`src/rtl/jk_driver.sv`:
```
// jk_driver: drives an external JK flop toward a requested state and checks it.
//
// Accepts one target bit per transaction (valid/ready), issues a single-cycle
// enable with J/K chosen from the target and an internal model of the flop,
// waits SETTLE cycles for the flop to settle, then compares its Q feedback to
// the target. A disagreement pulses mismatch, bumps a saturating error count
// and resyncs the model to the observed Q.
//
// Ports:
//   clk       rising-edge clock
//   clear     synchronous active-high reset
//   in_valid  upstream offers a target bit
//   in_bit    desired next state of the driven flop
//   in_ready  block is idle and will accept in_bit this cycle
//   j, k      J/K inputs to the driven flop (registered)
//   enable    enable to the driven flop, high for exactly one cycle per transfer
//   jk_fb     Q of the driven flop
//   mismatch  one-cycle pulse after a failed compare (registered)
//   err_count saturating mismatch count (registered)
//   model_q   internal model of the flop state (registered)
module jk_driver #(
  parameter int SETTLE     = 1,
  parameter int USE_TOGGLE = 1,
  parameter int CNT_W      = 8
) (
  input  logic             clk,
  input  logic             clear,
  input  logic             in_valid,
  input  logic             in_bit,
  output logic             in_ready,
  output logic             j,
  output logic             k,
  output logic             enable,
  input  logic             jk_fb,
  output logic             mismatch,
  output logic [CNT_W-1:0] err_count,
  output logic             model_q
);

  typedef enum logic [1:0] {IDLE, DRIVE, WAIT, CHECK} state_t;

  // Terminal value of the wait counter; unused when SETTLE is 0.
  localparam logic [3:0] SETTLE_LAST = 4'((SETTLE == 0) ? 0 : SETTLE - 1);

  state_t     state_q, state_d;
  logic       target_q;
  logic [3:0] wcnt_q;
  logic       j_d, k_d, en_d, mis_d;

  assign in_ready = (state_q == IDLE);

  always_comb begin
    state_d = state_q;
    j_d     = 1'b0;
    k_d     = 1'b0;
    en_d    = 1'b0;
    mis_d   = 1'b0;
    case (state_q)
      IDLE: begin
        if (in_valid) begin
          state_d = DRIVE;
          // J/K/enable are registered, so they are decided on the accept edge
          // and appear exactly during the DRIVE cycle.
          en_d = 1'b1;
          if (in_bit != model_q) begin
            if (USE_TOGGLE != 0) begin
              j_d = 1'b1;
              k_d = 1'b1;
            end else begin
              j_d = in_bit;
              k_d = ~in_bit;
            end
          end
        end
      end
      DRIVE: state_d = (SETTLE > 0) ? WAIT : CHECK;
      WAIT:  if (wcnt_q == SETTLE_LAST) state_d = CHECK;
      CHECK: begin
        state_d = IDLE;
        mis_d   = (jk_fb != target_q);
      end
      default: state_d = IDLE;
    endcase
  end

  always_ff @(posedge clk) begin
    if (clear) begin
      state_q   <= IDLE;
      target_q  <= 1'b0;
      wcnt_q    <= '0;
      j         <= 1'b0;
      k         <= 1'b0;
      enable    <= 1'b0;
      mismatch  <= 1'b0;
      err_count <= '0;
      model_q   <= 1'b0;
    end else begin
      state_q  <= state_d;
      j        <= j_d;
      k        <= k_d;
      enable   <= en_d;
      mismatch <= mis_d;
      if (state_q == IDLE && in_valid) target_q <= in_bit;
      if (state_q == DRIVE) begin
        model_q <= target_q;
        wcnt_q  <= '0;
      end
      if (state_q == WAIT) wcnt_q <= wcnt_q + 4'd1;
      // Failed compare: trust the real flop and count the event.
      if (mis_d) begin
        model_q <= jk_fb;
        if (err_count != '1) err_count <= err_count + 1'b1;
      end
    end
  end

endmodule

```
`config.mk`:
```
export PLATFORM = sky130hd
export DESIGN_NAME = jk_driver
export DESIGN_NICKNAME = d
export VERILOG_FILES = /design/src/rtl/jk_driver.sv
export SDC_FILE = /design/constraint.sdc
export NUM_CORES = 1
export LEC_CHECK = 0
export ABC_AREA = 1
export CORE_ASPECT_RATIO = 1.4
export CORE_MARGIN = 4
export CORE_UTILIZATION = 45
export DETAILED_ROUTE_END_ITERATION = 10
export PLACE_DENSITY_LB_ADDON = 0.3
export REMOVE_ABC_BUFFERS = 1
export SLEW_MARGIN = 20
export SYNTH_ARGS = -nofsm -noshare
export SYNTH_HDL_FRONTEND = slang
export SYNTH_SLANG_ARGS = --single-unit
```
`constraint.sdc`:
```
create_clock -name clk -period 1.3 [get_ports clk]
set_clock_uncertainty 0.15 [all_clocks]
set_input_delay 0.195 -clock clk [delete_from_list [all_inputs] [get_ports clk]]
set_output_delay 0.195 -clock clk [all_outputs]
set_load 0.03 [all_outputs]
```
Yosys cells after proc, flatten, opt, wreduce, memory -nomap -nowiden:

Index checks and enable logic that the tools add are counted.
W data, S select, Z words.

* register bits: 19
* input port bits: 5
* output and inout port bits: 14
* word-level logic and storage cells: 39

* add/subtract/negate cells: 2
* equal/unequal tests: 8
* mux-type cells: 10
* bitwise gates (word level): 2
* reduce and logical (&&, ||, !) cells: 9

Operator list (number)
* $add A8 B1 Y8 const B: 1
* $mux W4: 2
* $ne A8 B8 Y1 const B: 1
* $pmux W2 S4: 1
* $mux W1: 5
* $add A4 B1 Y4 const B: 1
* $eq A2 B2 Y1 const B: 2
* $logic_not A4 Y1: 1
* $mux W2: 2
* $ne A2 B2 Y1 const B: 2
* $reduce_and A2 Y1: 2
* $reduce_bool A2 Y1: 2
* $reduce_or A3 Y1: 1
* $eq A2 B1 Y1 const B: 1
* $logic_not A2 Y1: 1
* $ne A1 B1 Y1: 2
* $not A1 Y1: 2
* $reduce_or A2 Y1: 1
* $logic_and A1 B1 Y1: 1

Logic depth before layout (Yosys ltp):

Gate-level depths: netlist of the first run.

* depth in word-level cells: 3
* depth in mapped cells: 9

Least setup slack after synthesis of the first run:

No wires, ideal clock.

* kind: reg-to-reg
* start point: register err_count[0]
* end point: register err_count[3]
* arrival time: 1.314 ns
* data required time: 1.037 ns
* slack: -0.277 ns
* stages on the path, launching flop included: 9
* path buffers: 0
* cells stage by stage: dfxtp_1 -> ha_1 -> nand2_1 -> nor2_2 -> nand2_4 -> nand3_1 -> nand2_1 -> nand2_1 -> nor2_1

* word-level cells in the longest chain between the ends: 2
* elaborated cells between the ends (all ways): 3
* classes of those cells: 1 x add/sub; 1 x eq/ne; 1 x reduce/logical

Ends and longest elaborated chain
* start, declared: RTL line 36 `output logic [CNT_W-1:0] err_count,`
* start signal, assigned: RTL line 112 `if (err_count != '1) err_count <= err_count + 1'b1;`
* parallel branches: the longest is 2 deep, another holds $add A8 B1 Y8

Parallel ways; which one is timed is not known.
A chain may end at the register's enable or synchronous reset.

Worst setup path after layout of the first run:

* start point: register state_q[1]
* end point: output in_ready

* word-level cells in the longest chain between the ends: 1

Ends and longest elaborated chain
* start, declared: RTL line 45 `state_t state_q, state_d;`
* start signal, assigned: RTL line 98 `state_q <= state_d;`
* $logic_not A2 Y1: RTL line 50 `assign in_ready = (state_q == IDLE);`
* end, declared: RTL line 30 `output logic in_ready,`

Every way passes these cells.

==> results of run 1 <==
-- final timing paths --
| kind | from | endpoint |
|---|---|---|
| min | model_q | model_q |
| max reg2reg | state_q[1] | err_count[6] |
| max | state_q[1] | in_ready |
| min reg2reg | model_q | model_q |
-- sequential cells by signal (all words and copies together), names as in the netlist --
| name | flops |
|---|---|
| target_q | 1 |
| model_q | 1 |
| err_count | 8 |
| k | 1 |
| state_q | 2 |
| enable | 1 |
| wcnt_q | 4 |
| mismatch | 1 |
-- routing by layer --
metal | GRT usage | up-vias
met5 | 0 | -
met4 | 0.0976 | 0
met3 | 0.0394 | 10
met2 | 0.316 | 26
met1 | 0.183 | 475
li1 | - | 526
-- power by group through the flow --
| stage | registers [W] | logic (W) | clock network [W] |
|---|---|---|---|
| 6_report | 0.000738 | 0.00142 | 0.000303 |
| 5_1_grt | 0.000754 | 0.00157 | 0.000340 |
| 4_1_cts | 0.000732 | 0.00124 | 0.000312 |
| 3_5_place_dp | 0.000751 | 0.000948 | 0 |
| 3_3_place_gp | 0.000749 | 0.000914 | 0 |
| 2_1_floorplan | 0.000793 | 0.000527 | 0 |
-- worst max-delay path, delay by kind of cell, from the launching register on --
family                   cells  cell delay [ns]
flip-flops                   1             0.36
buffers and inverters        3             0.29
adder cells (fa/ha/maj)      1             0.16
-- cells in the mapped netlist --
| master | count | area share |
|---|---|---|
| nand2_4 | 2 | 0.022 |
| nor2_1 | 23 | 0.085 |
| nor2_4 | 2 | 0.022 |
| nand3_1 | 11 | 0.054 |
| xor2_1 | 3 | 0.026 |
| a21oi_1 | 6 | 0.030 |
| dfxtp_1 | 19 | 0.38 |
| nand4_1 | 1 | 0.0062 |
| xnor2_1 | 1 | 0.0086 |
| nor2_2 | 1 | 0.0062 |
| buf_4 | 1 | 0.0074 |
| o21ai_1 | 1 | 0.0049 |
| ha_1 | 8 | 0.099 |
| inv_1 | 18 | 0.067 |
| o21bai_1 | 1 | 0.0074 |
| nand2_1 | 32 | 0.12 |
| nand3b_1 | 1 | 0.0074 |
| a21oi_2 | 1 | 0.0086 |
| buf_2 | 1 | 0.0049 |
| nor3_1 | 1 | 0.0049 |
| o21ai_0 | 3 | 0.015 |
| a211oi_1 | 1 | 0.0074 |
| nand2_2 | 2 | 0.012 |
-- per-stage QoR --
stage               utilization  setup TNS [ns]  power (W)  hold slack (ns)  setup slack [ns]
floorplan                     -           -2.59    0.00132            0.107            -0.276
global placement          0.605           -2.95    0.00166            0.338            -0.270
detailed placement        0.605           -3.57    0.00170            0.343            -0.325
CTS                       0.669           -1.26    0.00228            0.361            -0.149
global route              0.720           -2.53    0.00266            0.412            -0.246
finish                    0.720           -1.21    0.00246            0.375            -0.141
-- cell families (layout without fill, tap and decap cells) --
family | count (synthesis) | count (layout) | synth area share
AOI/OAI and AO/OA | 13 | 13 | 0.0728
xor gates and xnor gates | 4 | 4 | 0.0346
adders and majority gates | 8 | 8 | 0.0988
buffers and inverters | 20 | 65 | 0.0790
DFF | 19 | 19 | 0.375
and+or+nand+nor | 76 | 76 | 0.340
-- area by class of cell --
class	instances	area (sq um)	share of cell area
multi-input cells	101	677	0.437
flip-flops and latches	19	388	0.250
repair buffers	43	363	0.234
inverters	18	67.6	0.0436
well taps	22	27.5	0.0178
clock buffers	4	26.3	0.0170
-- what timing repair did --
action | CTS | global route
endpoints found under the setup margin | 17 | 21
buffers inserted | 2 | 6
gates cloned | 0 | 0
pin swaps | 8 | 10
gates resized for setup | 24 | 24
hold buffers | 0 | 0
==> impl_table.tex, run 1 <==
\begin{tabular}{lr}
\hline
Metric & Value \\
\hline
\multicolumn{2}{l}{\textbf{Timing}} \\
Final Critical Period & roughly 1.4 ns \\
Max Fclk & $\sim$690 MHz \\
Post-layout worst setup margin & -0.141 ns \\
Max-slew headroom & 0.864 \\
Unrepaired setup endpoints after global routing & yes \\
Pins Over Slew Limit & 0 \\
Total of endpoints with negative setup slack in the final report & 12 \\
Slew @ Worst Pin & 0.204 ns \\
Final clock period utilization by the worst path & 1.11 \\
Hold violation count in the final report & 0 \\
\multicolumn{2}{l}{\textbf{Placement}} \\
Routability-driven placement congestion ratio & around 0.8 \\
Area of placed instances & $\sim$1300 sq um \\
Cell count after placement & between 150 and 200 \\
Sum of net half-perimeters after detailed placement & roughly 1.6 mm \\
I/O Buffers & 18 \\
\multicolumn{2}{l}{\textbf{Synth}} \\
Synth cell types & 23 \\
Mapped Cells & 140 \\
Flops \& latches, synth & 19 \\
Proportion of synthesized chip area in sequential cells & 0.375 \\
Yosys warns & 0 \\
Mean area per synthesized cell & $\sim$7.2 sq um \\
Post-synthesis instance area & approximately 1000 sq um \\
\multicolumn{2}{l}{\textbf{Floorplan}} \\
Area of the die & 3090 sq um \\
Floorplan Core Area & about 2200 sq um \\
DIE HEIGHT & $\sim$64 um \\
Ports & 19 \\
Initial cell density of the core & 0.471 \\
Die X-Extent & 48.1 um \\
Number of rows in the core area & 20 \\
\multicolumn{2}{l}{\textbf{GRT}} \\
Number of antenna violations at the first check in global routing & 0 \\
Number of global-route vias before repair & roughly 1.1k \\
Aggregate global routing overflow & 0 \\
First-pass GRT wire length & 4.13 mm \\
Maximum number of pins on one net before global-route repair & 11 \\
Total Routing Usage GR & 0.181 \\
\multicolumn{2}{l}{\textbf{Clock network}} \\
Cts bufs inserted & 3 \\
Clk Latency, worst-skew pair & $\sim$0.30 ns \\
CTS Root Buffer Type & clkbuf\_4 \\
Clock tree from TritonCTS & yes \\
Bufs on Longest Clock Path & 2 \\
Clock-pin transition on the worst setup and hold timing paths & approximately 0.11 ns \\
Maximum level of the CTS H-tree & 1 \\
Count of clock tree sinks & 19 \\
\multicolumn{2}{l}{\textbf{Power and ir drop}} \\
Sw frac & 0.405 \\
Reported leakage power & between 0.7 and 0.8 nW \\
Flop pwr share & 0.300 \\
Internal portion of total power & between 0.001 and 0.0015 W \\
Total power per unit cell area & $\sim$1600 nW/um\^{}2 \\
Peak supply drop & 1430 uV \\
Combinational cell fraction of total power & 0.577 \\
Clk network pwr share & 0.123 \\
Switching power & about 0.001 W \\
\multicolumn{2}{l}{\textbf{Layout}} \\
Layout-stage area growth over the synthesis result & 52.8\% \\
Most common cell after layout, fill and taps aside & buf\_4 \\
Number of non-filler instances in the completed layout & about 210 \\
Fraction of layout cells with a size suffix above 1 & 0.454 \\
Fin area & 1550 sq um \\
Antenna fix cells & 0 \\
Net count reported at finish & a little under 200 \\
Commonest cells after routing, fill and taps aside & 31 x buf\_4, 28 x nand2\_1, 20 x nor2\_1, 13 x inv\_1, 13 x dfxtp\_1 \\
Count of fill cells added during filler insertion & between 150 and 200 \\
\multicolumn{2}{l}{\textbf{Worst setup path}} \\
Nature of the critical path startpoint & flop \\
CP dominant cell by count & buf\_6 \\
Critical path endpoint category & primary output \\
Kind of critical path & reg2out \\
Maximum single-stage delay on the critical path & approximately 0.36 ns \\
Required time at the worst-slack endpoint & between 0.9 and 1 ns \\
Maximum fanout along the worst path & 2 \\
Flop2flop setup slack & -0.13 ns \\
Cell with the largest stage delay on the worst path & dfxtp\_2 \\
Cell depth of the worst flop-to-flop path & 8 \\
Data arrival at the endpoint of the critical path & about 1.1 ns \\
Ordered list of cells on the worst path & inv\_2 > ha\_4 > buf\_6 > buf\_6 \\
\multicolumn{2}{l}{\textbf{Drt}} \\
DR pass1 iterations & 4 \\
Top layer in use & met4 \\
Count of routing violations after the opening detailed-route iteration & 20 \\
Metal3 WL & 99 um \\
Met1 layer wirelength in the final routing & approximately 900 um \\
Vias post-DR & between 1k and 1.5k \\
ANT nets after route & 0 \\
Wirelength, routed & 2.42 mm \\
Routed length per instance & roughly 12 um \\
DRC violation count after routing & 0 \\
Met2 WL post-DR & roughly 1.3 mm \\
Number of vias per cell after detailed routing & $\sim$5 \\
\multicolumn{2}{l}{\textbf{Outcome}} \\
Violated checks & negative setup slack \\
Result of the run & complete, but fails checks \\
\multicolumn{2}{l}{\textbf{Min path}} \\
Min-Delay Path Depth & 2 \\
Hold crit path type & reg2reg \\
\multicolumn{2}{l}{\textbf{Flow run}} \\
Number of max-capacitance violations reported & 0 \\
\hline
\end{tabular}
Power figures use the tool's default switching activity.
==> inputs of run 2 (changes only) <==
--- a/config.mk
+++ b/config.mk
@@ -12,7 +12,7 @@
 export DETAILED_ROUTE_END_ITERATION = 10
 export PLACE_DENSITY_LB_ADDON = 0.3
 export REMOVE_ABC_BUFFERS = 1
-export SLEW_MARGIN = 20
+export SLEW_MARGIN = 15
 export SYNTH_ARGS = -nofsm -noshare
 export SYNTH_HDL_FRONTEND = slang
 export SYNTH_SLANG_ARGS = --single-unit
==> results of run 2 <==
Final layout, timing and power as in run 1 (identical DEF).
